### config.mk
export PLATFORM = sky130hd
export DESIGN_NAME = my_isolation_seq
export DESIGN_NICKNAME = d
export VERILOG_FILES = /design/src/rtl/my_isolation_seq.sv
export SDC_FILE = /design/constraint.sdc
export NUM_CORES = 1
export LEC_CHECK = 0
export ABC_CLOCK_PERIOD_IN_PS = 1600
export CAP_MARGIN = 40
export CORE_AREA = 5 5 100 102
export DETAILED_ROUTE_END_ITERATION = 6
export DIE_AREA = 0 0 105 107
export PLACE_DENSITY = 0.69
export SYNTH_ARGS = -nofsm -noshare
export SYNTH_HDL_FRONTEND = slang
export SYNTH_SLANG_ARGS = --single-unit
### constraint.sdc
create_clock -name iClk -period 1.6 [get_ports iClk]
set_input_delay 0.4 -clock iClk [delete_from_list [all_inputs] [get_ports iClk]]
set_output_delay 0.4 -clock iClk [all_outputs]
set_load 0.01 [all_outputs]
### src/rtl/my_isolation_seq.sv
`default_nettype none
// ============================================================================
// Module   : my_isolation_seq
// Brief    : Per-channel power-domain isolation sequencer. Each channel runs
//            an ISO -> WAKE -> ACTIVE state machine with a programmable wake
//            delay. While a channel is not ACTIVE, its output is forced to
//            zero or held at the last value it passed.
// Revision : 1.0 - initial release
// ============================================================================
module my_isolation_seq #(
  parameter int ISOLATION_DATA_WIDTH = 32,
  parameter int NUM_CH               = 4,
  parameter int WAKE_CYCLES          = 3,
  parameter int HOLD_MODE            = 0
) (
  input  logic                                   iClk,
  input  logic                                   iReset,
  input  logic [NUM_CH*ISOLATION_DATA_WIDTH-1:0] iData_In,
  input  logic [NUM_CH-1:0]                      iEnable_Req,
  input  logic                                   iIsolate_All,
  output logic [NUM_CH*ISOLATION_DATA_WIDTH-1:0] oIsolated_Out,
  output logic [NUM_CH-1:0]                      oActive,
  output logic                                   oAll_Isolated
);

  localparam int c_dataW = ISOLATION_DATA_WIDTH;
  // The counter must be able to represent WAKE_CYCLES and is never narrower than one bit.
  localparam int c_cntW  = (WAKE_CYCLES == 0) ? 1 : $clog2(WAKE_CYCLES + 1);

  localparam logic [c_cntW-1:0] c_cntOne     = c_cntW'(1);
  localparam logic [c_cntW-1:0] c_wakeTarget = c_cntW'(WAKE_CYCLES);

  localparam logic [1:0] c_stIso    = 2'd0;
  localparam logic [1:0] c_stWake   = 2'd1;
  localparam logic [1:0] c_stActive = 2'd2;

  logic [NUM_CH-1:0] w_isoVec;

  for (genvar c = 0; c < NUM_CH; c++) begin : g_ch
    logic [1:0]         r_state;
    logic [c_cntW-1:0]  r_wakeCnt;
    logic               w_go;
    logic [c_dataW-1:0] w_dataCh;
    logic [c_dataW-1:0] w_holdVal;

    // The global isolate wins over any per-channel request.
    assign w_go     = iEnable_Req[c] & ~iIsolate_All;
    assign w_dataCh = iData_In[c*c_dataW +: c_dataW];

    // Channel sequencer: a wake attempt must see the request on every
    // consecutive edge; any gap sends it back to ISO with no credit kept.
    always_ff @(posedge iClk) begin
      if (iReset) begin
        r_state   <= c_stIso;
        r_wakeCnt <= '0;
      end else begin
        case (r_state)
          c_stIso: begin
            if (w_go) begin
              if (WAKE_CYCLES == 0) begin
                r_state <= c_stActive;
              end else begin
                r_state   <= c_stWake;
                r_wakeCnt <= c_cntOne;
              end
            end
          end
          c_stWake: begin
            if (!w_go) begin
              r_state   <= c_stIso;
              r_wakeCnt <= '0;
            end else if (r_wakeCnt == c_wakeTarget) begin
              r_state   <= c_stActive;
              r_wakeCnt <= '0;
            end else begin
              r_wakeCnt <= r_wakeCnt + c_cntOne;
            end
          end
          c_stActive: begin
            if (!w_go) begin
              r_state <= c_stIso;
            end
          end
          default: begin
            r_state   <= c_stIso;
            r_wakeCnt <= '0;
          end
        endcase
      end
    end

    if (HOLD_MODE != 0) begin : g_hold
      logic [c_dataW-1:0] r_hold;

      // Track the input while ACTIVE so the last passed value survives isolation.
      always_ff @(posedge iClk) begin
        if (iReset) begin
          r_hold <= '0;
        end else if (r_state == c_stActive) begin
          r_hold <= w_dataCh;
        end
      end

      assign w_holdVal = r_hold;
    end else begin : g_noHold
      assign w_holdVal = '0;
    end

    // Zero-latency pass-through while ACTIVE; clamp value otherwise.
    assign oIsolated_Out[c*c_dataW +: c_dataW] = (r_state == c_stActive) ? w_dataCh : w_holdVal;
    assign oActive[c]  = (r_state == c_stActive);
    assign w_isoVec[c] = (r_state == c_stIso);
  end

  assign oAll_Isolated = &w_isoVec;

endmodule
`default_nettype wire

==> flow_metrics.tcl, run 1 <==
set metrics [dict create \
    status "finished with violations" \
    violations "negative setup slack" \
    grt_pass1_wl_um 16100 \
    fill_cells 682 \
    wl_per_cell_um 18.5 \
    drtIter0Drc 50 \
    r2r_slack_ns 0.18 \
    area_growth_syn_to_layout_pct 263 \
    ant_nets 0 \
    gp_congestion 0.894 \
    fin_crit_sh_pct 112 \
    antenna_found_initial 0 \
    fin_util_pct 64.3 \
    async_reset_ff_share_pct 0 \
    worstSkewPairLatency_ns 0.24 \
    postLayoutCellArea_um2 5800 \
    diodes 0 \
    regArea_um2 332 \
    dieWidth_um 105 \
    dp_cells 592 \
    setup_slack_ns -0.184 \
    worst_pin_slew_ns 0.330 \
    startpoint_type "flop" \
    vias 2751 \
    crit_path_end "oIsolated_Out[80]" \
    avgViaCountPerCell 4.33 \
    finalPower_w 0.00118 \
    cp_data_arrival_time_ns 1.38 \
    portBuffers 267 \
    grt_setup_unrepaired "true" \
    synth_fp_nets 348 \
    drtPass1Iterations 4 \
    max_freq_mhz 560 \
    cts_root_buf "clkbuf_8" \
    startpoint "g_ch[2].r_state[1]" \
    rows 35 \
    p_per_area_nw_per_um2 203 \
    hold_class "reg -> reg" \
    cts_tree "yes" \
    synth_area_um2 1600 \
    cts_max_level 1 \
    multi_input_area_um2 1560 \
    die_height_um 107 \
    cts_hold_buffers 0 \
    start_util_pct 17.7 \
    routed_wl_um 11700 \
    synth_ff_type "dfxtp_1" \
    clkSinkCount 16 \
    yosysSeqAreaShare_pct 20.0 \
    rr_endpoint "g_ch[2].r_state[1]" \
    cts_inserted_buffers 3 \
    yosysUniqueCellTypes 20 \
    coreArea_um2 9020 \
    drive_gt1_share_pct 63.7 \
    end_kind "output pin" \
    clkTransAtPathRegs_ns 0.06 \
    grt_usage_pct 17.9 \
    r2r_start "g_ch[2].r_state[1]" \
    crit_required_ns 1.20 \
    dpl_cell_area_um2 4540 \
    grt_pass1_vias 2865 \
    max-slew-margin-rel_pct 77.9 \
    reg2regPathDepth 7 \
    postSynthAreaPerCell_um2 7.65 \
    maxCapViolCount 0 \
    ir_drop_v 0.000312 \
    synth_edf_count 0 \
    place_hpwl_um 8160 \
    finalSetupViolCount 120 \
    fin_cells 635 \
    path_max_fanout 8 \
    detailedPlace.worstSlack_ns -0.352 \
    ys_ff_latch 16 \
    postSynthCellCount 209 \
    fin_crit_ns 1.78 \
    hold_viol 0 \
    total_leakage_power_nw 2.76 \
    criticalPathCategory "reg -> out" \
    drc 0 \
    clockBufferDepth 2 \
    grt_max_degree 18 \
    fin_skew_ns 0.000705 \
    yosysWarnings 0 \
    die_area_um2 11200 \
    ios 268 \
    nets 664 \
    grt_overflow_total 0 \
    maxSlewViolCount 0 \
]
[what timing repair did]
item	4_1_cts	5_1_grt
cloned	13	7
resized for setup	686	161
endpoints found under the setup margin	133	133
setup buffers	18	8
pin swaps	49	73
[registers in the layout (all words and copies together) (netlist names)]
| signal | cells |
|---|---|
| g_ch.r_state | 8 |
| g_ch.r_wakeCnt | 8 |
[power by group]
part,switching (W),internal [W]
combinational,0.0000872,0.000319
clock,0.000133,0.000218
sequential,0.00000892,0.000409
[area by class of cell]
type                            count  area share (%)
Sequential cell                    16            5.72
Clock buffer                        4           0.950
Multi-Input combinational cell    180            26.8
Tap cell                          111            2.40
Timing Repair Buffer              323            64.0
Inverter                            1          0.0647
[how the worst min path moves through the flow]
| stage | startpoint | to | slack (ns) | depth (start not counted) |
|---|---|---|---|---|
| after global placement | g_ch[1].r_wakeCnt[0] | g_ch[1].r_wakeCnt[0] | 0.50 | 1 |
| after global routing | g_ch[3].r_wakeCnt[0] | g_ch[3].r_wakeCnt[0] | 0.55 | 1 |
| after floorplan | g_ch[0].r_wakeCnt[0] | g_ch[0].r_wakeCnt[0] | 0.49 | 1 |
| final | g_ch[3].r_wakeCnt[0] | g_ch[3].r_wakeCnt[0] | 0.53 | 1 |
| after detailed placement | g_ch[3].r_wakeCnt[0] | g_ch[3].r_wakeCnt[0] | 0.52 | 1 |
| after CTS | g_ch[3].r_wakeCnt[0] | g_ch[3].r_wakeCnt[0] | 0.53 | 1 |
[cell usage in the layout (no fill, tap or decap), types with 2 or more instances in the layout]
cell type	instances
and2_1	2
and2_4	126
and3_1	4
and3b_1	4
buf_12	10
buf_16	9
buf_2	3
buf_4	20
buf_6	138
buf_8	2
clkbuf_16	7
clkbuf_8	4
clkdlybuf4s50_1	134
dfxtp_1	9
dfxtp_2	6
ha_1	4
mux2i_1	4
nand2_1	3
nand3b_1	4
nor2_1	2
nor2b_4	4
nor3b_1	4
o211a_1	8
o21ai_0	4
or3b_2	4
or4_1	2
[stage by stage]
stage,hold WS [ns],TNS [ns]
after floorplan,0.495,0
after global placement,0.505,-39.61
after detailed placement,0.518,-39.94
after CTS,0.533,-15.44
after global routing,0.551,-21.87
final,0.531,-14.50
[cells by family after synthesis]
family,Yosys count,share of synthesized area (%)
AND/OR/NAND/NOR,159,64.4
flip-flops,16,20.0
AO/OA/AOI/OAI,13,6.57
buffers and inverters,13,3.36
multiplexers,4,2.50
adder cells (fa/ha/maj),4,3.13
[critical path, cell delays in order, from the launching register on]
cell	delay, ns
dfxtp_2	0.34
buf_6	0.09
nor2b_4	0.18
buf_12	0.16
buf_16	0.13
and2_1	0.11
buf_2	0.12
[Yosys cell counts, types with 8 or more instances]
library cell | instances | share of area [%]
dfxtp_1 | 16 | 20
clkbuf_1 | 8 | 1.9
o211a_1 | 8 | 5.0
and2_1 | 128 | 50
[metal layers]
| metal | global-route usage (%) | part of all wire [%] | wire length (um) | vias to the layer above |
|---|---|---|---|---|
| met3 | 6.38 | 9.2 | 1090 | 6 |
| met5 | 0 | 0 | 0 | - |
| li1 | - | - | - | 1307 |
| met4 | 3.01 | 0.65 | 76 | 0 |
| met1 | 18.5 | 35 | 4060 | 1270 |
| met2 | 34.9 | 56 | 6520 | 168 |
No activity file was read; power rests on OpenSTA's default activity.
==> run 2: changes to the inputs <==
CELL_PAD_IN_SITES_DETAIL_PLACEMENT = 1   (was default)
CELL_PAD_IN_SITES_GLOBAL_PLACEMENT = 1   (was default)
CORE_AREA = 2 2 119 121   (was 5 5 100 102)
DIE_AREA = 0 0 121 123   (was 0 0 105 107)
PLACE_DENSITY = 0.85   (was 0.69)
==> run 2 against run 1 <==
The run still ends with negative setup slack left. Combinational power rose by 3%. Core utilization shrank 22 points. Clock power increased by 56%. Maximum frequency down 0.30%. First-iteration DRC count down 34%. Non-clock buffer count did not move. Critical endpoint is now oAll_Isolated. Highest routed layer unchanged.
==> flow_metrics.tcl, run 2 (synthesized netlist as in run 1, its figures left out) <==
set metrics [dict create \
    cts_max_level 1 \
    multi_input_area_um2 1530 \
    cts_tree "yes" \
    die_height_um 123 \
    worstSkewPairLatency_ns 0.25 \
    ir_drop_v 0.000310 \
    regArea_um2 330 \
    crit_required_ns 1.20 \
    clkSinkCount 16 \
    reg.largest.list "g_ch.r_state: 8 flops, g_ch.r_wakeCnt: 8 flops" \
    dieWidth_um 121 \
    p_per_area_nw_per_um2 240 \
    gr-usage-met2_pct 28.5 \
    max-slew-margin-rel_pct 76.1 \
    drtIter0Drc 33 \
    cp_data_arrival_time_ns 1.39 \
    end_kind "output pin" \
    fin_cells 704 \
    worst_pin_slew_ns 0.357 \
    grt_setup_unrepaired "true" \
    cts_root_buf "clkbuf_16" \
    finalSetupViolCount 133 \
    grt_usage_pct 13.6 \
    maxSlewViolCount 0 \
    grt_overflow_total 0 \
    hold_class "reg -> reg" \
    maxCapViolCount 0 \
    violations "negative setup slack" \
    path_max_fanout 2 \
    clkTransAtPathRegs_ns 0.05 \
    die_area_um2 14900 \
    area_growth_syn_to_layout_pct 260 \
    hold_viol 0 \
    drc 0 \
    wl_per_cell_um 16.5 \
    ant_nets 0 \
    start_util_pct 11.7 \
    avgViaCountPerCell 3.94 \
    antenna_found_initial 0 \
    fin_crit_sh_pct 112 \
    grt_max_degree 17 \
    place_hpwl_um 7830 \
    grt_use_met1_pct 12.9 \
    coreArea_um2 13600 \
    max_freq_mhz 559 \
    gr-max-usage-layer "met2" \
    criticalPathCategory "reg -> out" \
    final_common_cell "clkdlybuf4s50_1" \
    clockBufferDepth 2 \
    total_leakage_power_nw 2.74 \
    setup_slack_ns -0.190 \
    layout_common_cells "clkdlybuf4s50_1, buf_6, and2_4" \
    status "finished with violations" \
    grt_use_met3_pct 4.01 \
    portBuffers 267 \
    fill_cells 1490 \
    diodes 0 \
    drtPass1Iterations 4 \
    startpoint_type "flop" \
    ios 268 \
    detailedPlace.worstSlack_ns -0.391 \
    routed_wl_um 11600 \
    drive_gt1_share_pct 62.0 \
    nets 664 \
    grt_pass1_vias 3035 \
    grt_pass1_wl_um 15700 \
    gp_congestion 0.713 \
    dp_cells 661 \
    cts_inserted_buffers 3 \
    vias 2774 \
    fin_skew_ns 0.00332 \
    fin_crit_ns 1.79 \
    rows 43 \
]
-- run 2: changes by cell type in the layout (fill, tap and decap cells not counted), moves of 2 or more --
cell	before	now
buf_6	138	133
and2_4	126	114
dfxtp_2	6	8
buf_12	10	6
buf_4	20	17
buf_2	3	17
and2_1	2	14
clkbuf_8	4	1
-- run 2: repair_timing --
action / 4_1_cts / 5_1_grt
buffers inserted: 18 / 7
setup endpoints to repair: 133 / 133
pin swaps: 62 / 50
gates resized for setup: 689 / 127
hold buffers: 0 / 0
gates cloned: 12 / 4
-- run 2: metal layers --
metal,vias up,wire length [um]
li1,1309,-
met1,1288,3690
met2,172,6540
met3,5,1290
met4,0,65
met5,-,0
-- run 2: area by class of cell --
| class | count | area share [%] |
|---|---|---|
| timing repair buffer | 323 | 62.1 |
| sequential | 16 | 5.74 |
| clock buffer | 4 | 1.54 |
| tap | 180 | 3.91 |
| multi-input combinational | 180 | 26.6 |
| inverter | 1 | 0.0652 |
-- run 2: path summary, 6_finish.rpt --
path / start / endpoint / slack [ns] / cells past startpoint
min reg2reg: g_ch[3].r_wakeCnt[0] / g_ch[3].r_wakeCnt[0] / 0.54 / 1
min: g_ch[3].r_wakeCnt[0] / g_ch[3].r_wakeCnt[0] / 0.54 / 1
max: g_ch[2].r_state[1] / oAll_Isolated / -0.19 / 3
max reg2reg: g_ch[0].r_state[1] / g_ch[0].r_state[1] / 0.31 / 6
-- run 2: per-stage QoR --
step	instance area, um2	power [W]	utilization, %	TNS [ns]	hold slack, ns
2_1_floorplan	1600	0.000461	-	0	0.495
3_3_place_gp	4620	0.000810	34.0	-39.36	0.503
3_5_place_dp	4620	0.000824	34.0	-41.08	0.528
4_1_cts	5130	0.00139	37.7	-19.27	0.541
5_1_grt	5760	0.00144	42.3	-24.16	0.565
6_report	5760	0.00138	42.3	-17.15	0.539
-- run 2: report_power, final --
group | leakage [nW] | switching, W | internal [W]
clock network | 0.0442 | 0.000165 | 0.000380
logic | 2.56 | 0.0000928 | 0.000324
registers | 0.134 | 0.00000934 | 0.000412
total | 2.74 | 0.000268 | 0.00112
-- run 2: worst max-delay path, cell delays in order, from the launching register on --
cell and delay [ns]:
dfxtp_2 0.33, or4_4 0.53, nor2_2 0.14, buf_2 0.14
==> run 3: changes to the inputs <==
PLACE_DENSITY = default   (was 0.85)
PLACE_DENSITY_LB_ADDON = 0.1   (was default)
==> run 3 against run 2 <==
The flow still finishes with violations (negative setup slack). Flip-flop and latch count did not move. Sequential share of layout area down 0.22 points. Register-to-register slack improved by 0.04 ns. Final cell count is 1.8% higher. Worst setup slack worse by 0.049 ns. Clock power shrank 1%. Worst hold slack got worse by 0.014 ns. First-iteration DRC count decreased by 36%. Maximum frequency decreased by 2.6%. Combinational power down 3%. Clock-buffer cell count unchanged. Critical path type unchanged. Highest routed layer unchanged.
==> flow_metrics.tcl, run 3 (synthesized netlist as in run 1, its figures left out) <==
set metrics [dict create \
    status "finished with violations" \
    violations "negative setup slack" \
    p_int_w 0.00111 \
    swShare_pct 18.4 \
    rows 43 \
    ir_drop_v 0.000311 \
    clkTransAtPathRegs_ns 0.05 \
    grt_max_degree 12 \
    routed_wl_um 10300 \
    gp_congestion 0.682 \
    drtIter0Drc 21 \
    fin_skew_ns 0.00304 \
    diodes 0 \
    ant_nets 0 \
    cts_max_level 1 \
    max_freq_mhz 544 \
    criticalPathCategory "reg -> out" \
    detailedPlace.worstSlack_ns -0.350 \
    max-slew-margin-rel_pct 75.3 \
    portBuffers 267 \
    coreArea_um2 13600 \
    end_kind "output pin" \
    setup_slack_ns -0.238 \
    clkSinkCount 16 \
    pwr-share-seq_pct 30.9 \
    hold_viol 0 \
    gr-usage-met2_pct 24.8 \
    total_leakage_power_nw 2.82 \
    drive_gt1_share_pct 63.1 \
    cts_inserted_buffers 3 \
    hold_class "reg -> reg" \
    cp_data_arrival_time_ns 1.44 \
    final_common_cell "buf_6" \
    worstSkewPairLatency_ns 0.25 \
    clockBufferDepth 2 \
    crit_required_ns 1.20 \
    fill_cells 1515 \
    die_height_um 123 \
    grt_pass1_wl_um 14600 \
    p_per_area_nw_per_um2 230 \
    grt_setup_unrepaired "true" \
    cts_tree "yes" \
    wl_per_cell_um 14.4 \
    vias 2748 \
    worst_pin_slew_ns 0.370 \
    combPwrFrac_pct 29.6 \
    grt_pass1_vias 2754 \
    reg.largest.list "g_ch.r_state: 8 flops, g_ch.r_wakeCnt: 8 flops" \
    pwr-share-clk_pct 39.5 \
    antenna_found_initial 0 \
    dieWidth_um 121 \
    cts_hold_buffers 0 \
    p_sw_w 0.000250 \
    drtPass1Iterations 4 \
    grt_use_met1_pct 13.0 \
    area_growth_syn_to_layout_pct 271 \
    layout_common_cells "buf_6, clkdlybuf4s50_1, and2_4" \
    nets 677 \
    drc 0 \
    finalSetupViolCount 128 \
    grt_usage_pct 12.3 \
    die_area_um2 14900 \
    path_max_fanout 8 \
    grt_use_met3_pct 2.81 \
    maxCapViolCount 0 \
    cts_root_buf "clkbuf_16" \
    fin_crit_sh_pct 115 \
    avgViaCountPerCell 3.83 \
    place_hpwl_um 7100 \
    startpoint_type "flop" \
    maxSlewViolCount 0 \
    fin_crit_ns 1.84 \
    ios 268 \
    whs_ns 0.525 \
    gr-max-usage-layer "met2" \
    grt_overflow_total 0 \
    start_util_pct 11.7 \
]
==> run 3: per-layer routing <==
| metal | routed length (um) | vias up | share of wire (%) |
|---|---|---|---|
| met5 | 0 | - | 0 |
| met4 | 55 | 0 | 0.53 |
| met3 | 808 | 2 | 7.8 |
| met1 | 3600 | 1288 | 35 |
| li1 | - | 1334 | - |
| met2 | 5880 | 124 | 57 |
==> run 3: final cells by class <==
| type | count | area [um2] | share of cell area [%] |
|---|---|---|---|
| timing repair buffer | 336 | 3750 | 63.2 |
| multi-input combinational | 180 | 1540 | 25.9 |
| inverter | 1 | 3.75 | 0.0632 |
| sequential | 16 | 328 | 5.52 |
| tap | 180 | 225 | 3.79 |
| clock buffer | 4 | 88.8 | 1.50 |
==> run 3: worst paths after layout <==
check / depth (start not counted) / start / endpoint / slack [ns]
max: 7 / g_ch[3].r_state[0] / oIsolated_Out[118] / -0.24
min: 1 / g_ch[3].r_wakeCnt[0] / g_ch[3].r_wakeCnt[0] / 0.53
max reg2reg: 4 / g_ch[3].r_state[0] / g_ch[3].r_wakeCnt[1] / 0.35
min reg2reg: 1 / g_ch[3].r_wakeCnt[0] / g_ch[3].r_wakeCnt[0] / 0.53
==> run 3: what timing repair did <==
item | in CTS | in global routing
setup endpoints to repair | 133 | 131
resized for setup | 650 | 189
gates cloned | 12 | 3
pin swaps | 38 | 83
buffers inserted | 30 | 10
==> run 3: through the flow <==
| step | cell area, um2 | TNS, ns | utilization, % | instances | total power (W) |
|---|---|---|---|---|---|
| 4_1_cts | 5180 | -17.07 | 38.0 | 707 | 0.00137 |
| 6_report | 5940 | -15.15 | 43.6 | 717 | 0.00136 |
| 5_1_grt | 5940 | -22.64 | 43.6 | 717 | 0.00143 |
| 3_5_place_dp | 4620 | -38.95 | 34.0 | 661 | 0.000815 |
| 2_1_floorplan | 1600 | 0 | - | 209 | 0.000461 |
| 3_3_place_gp | 4620 | -38.01 | 34.0 | 661 | 0.000807 |
==> run 3: worst max-delay path, stage by stage (launching register included) <==
cell     delay (ns)
dfxtp_2        0.32
buf_6          0.11
nor2b_4        0.16
buf_6          0.17
buf_16         0.13
buf_6          0.08
and2_4         0.12
buf_6          0.09
==> run 3: power by group through the flow <==
| stage | Clock (W) | Combinational (W) | Sequential (W) |
|---|---|---|---|
| global placement | 0 | 0.000379 | 0.000428 |
| global route | 0.000575 | 0.000432 | 0.000423 |
| floorplan | 0 | 0.0000330 | 0.000428 |
| CTS | 0.000550 | 0.000396 | 0.000421 |
| finish | 0.000538 | 0.000403 | 0.000421 |
| detailed placement | 0 | 0.000387 | 0.000428 |
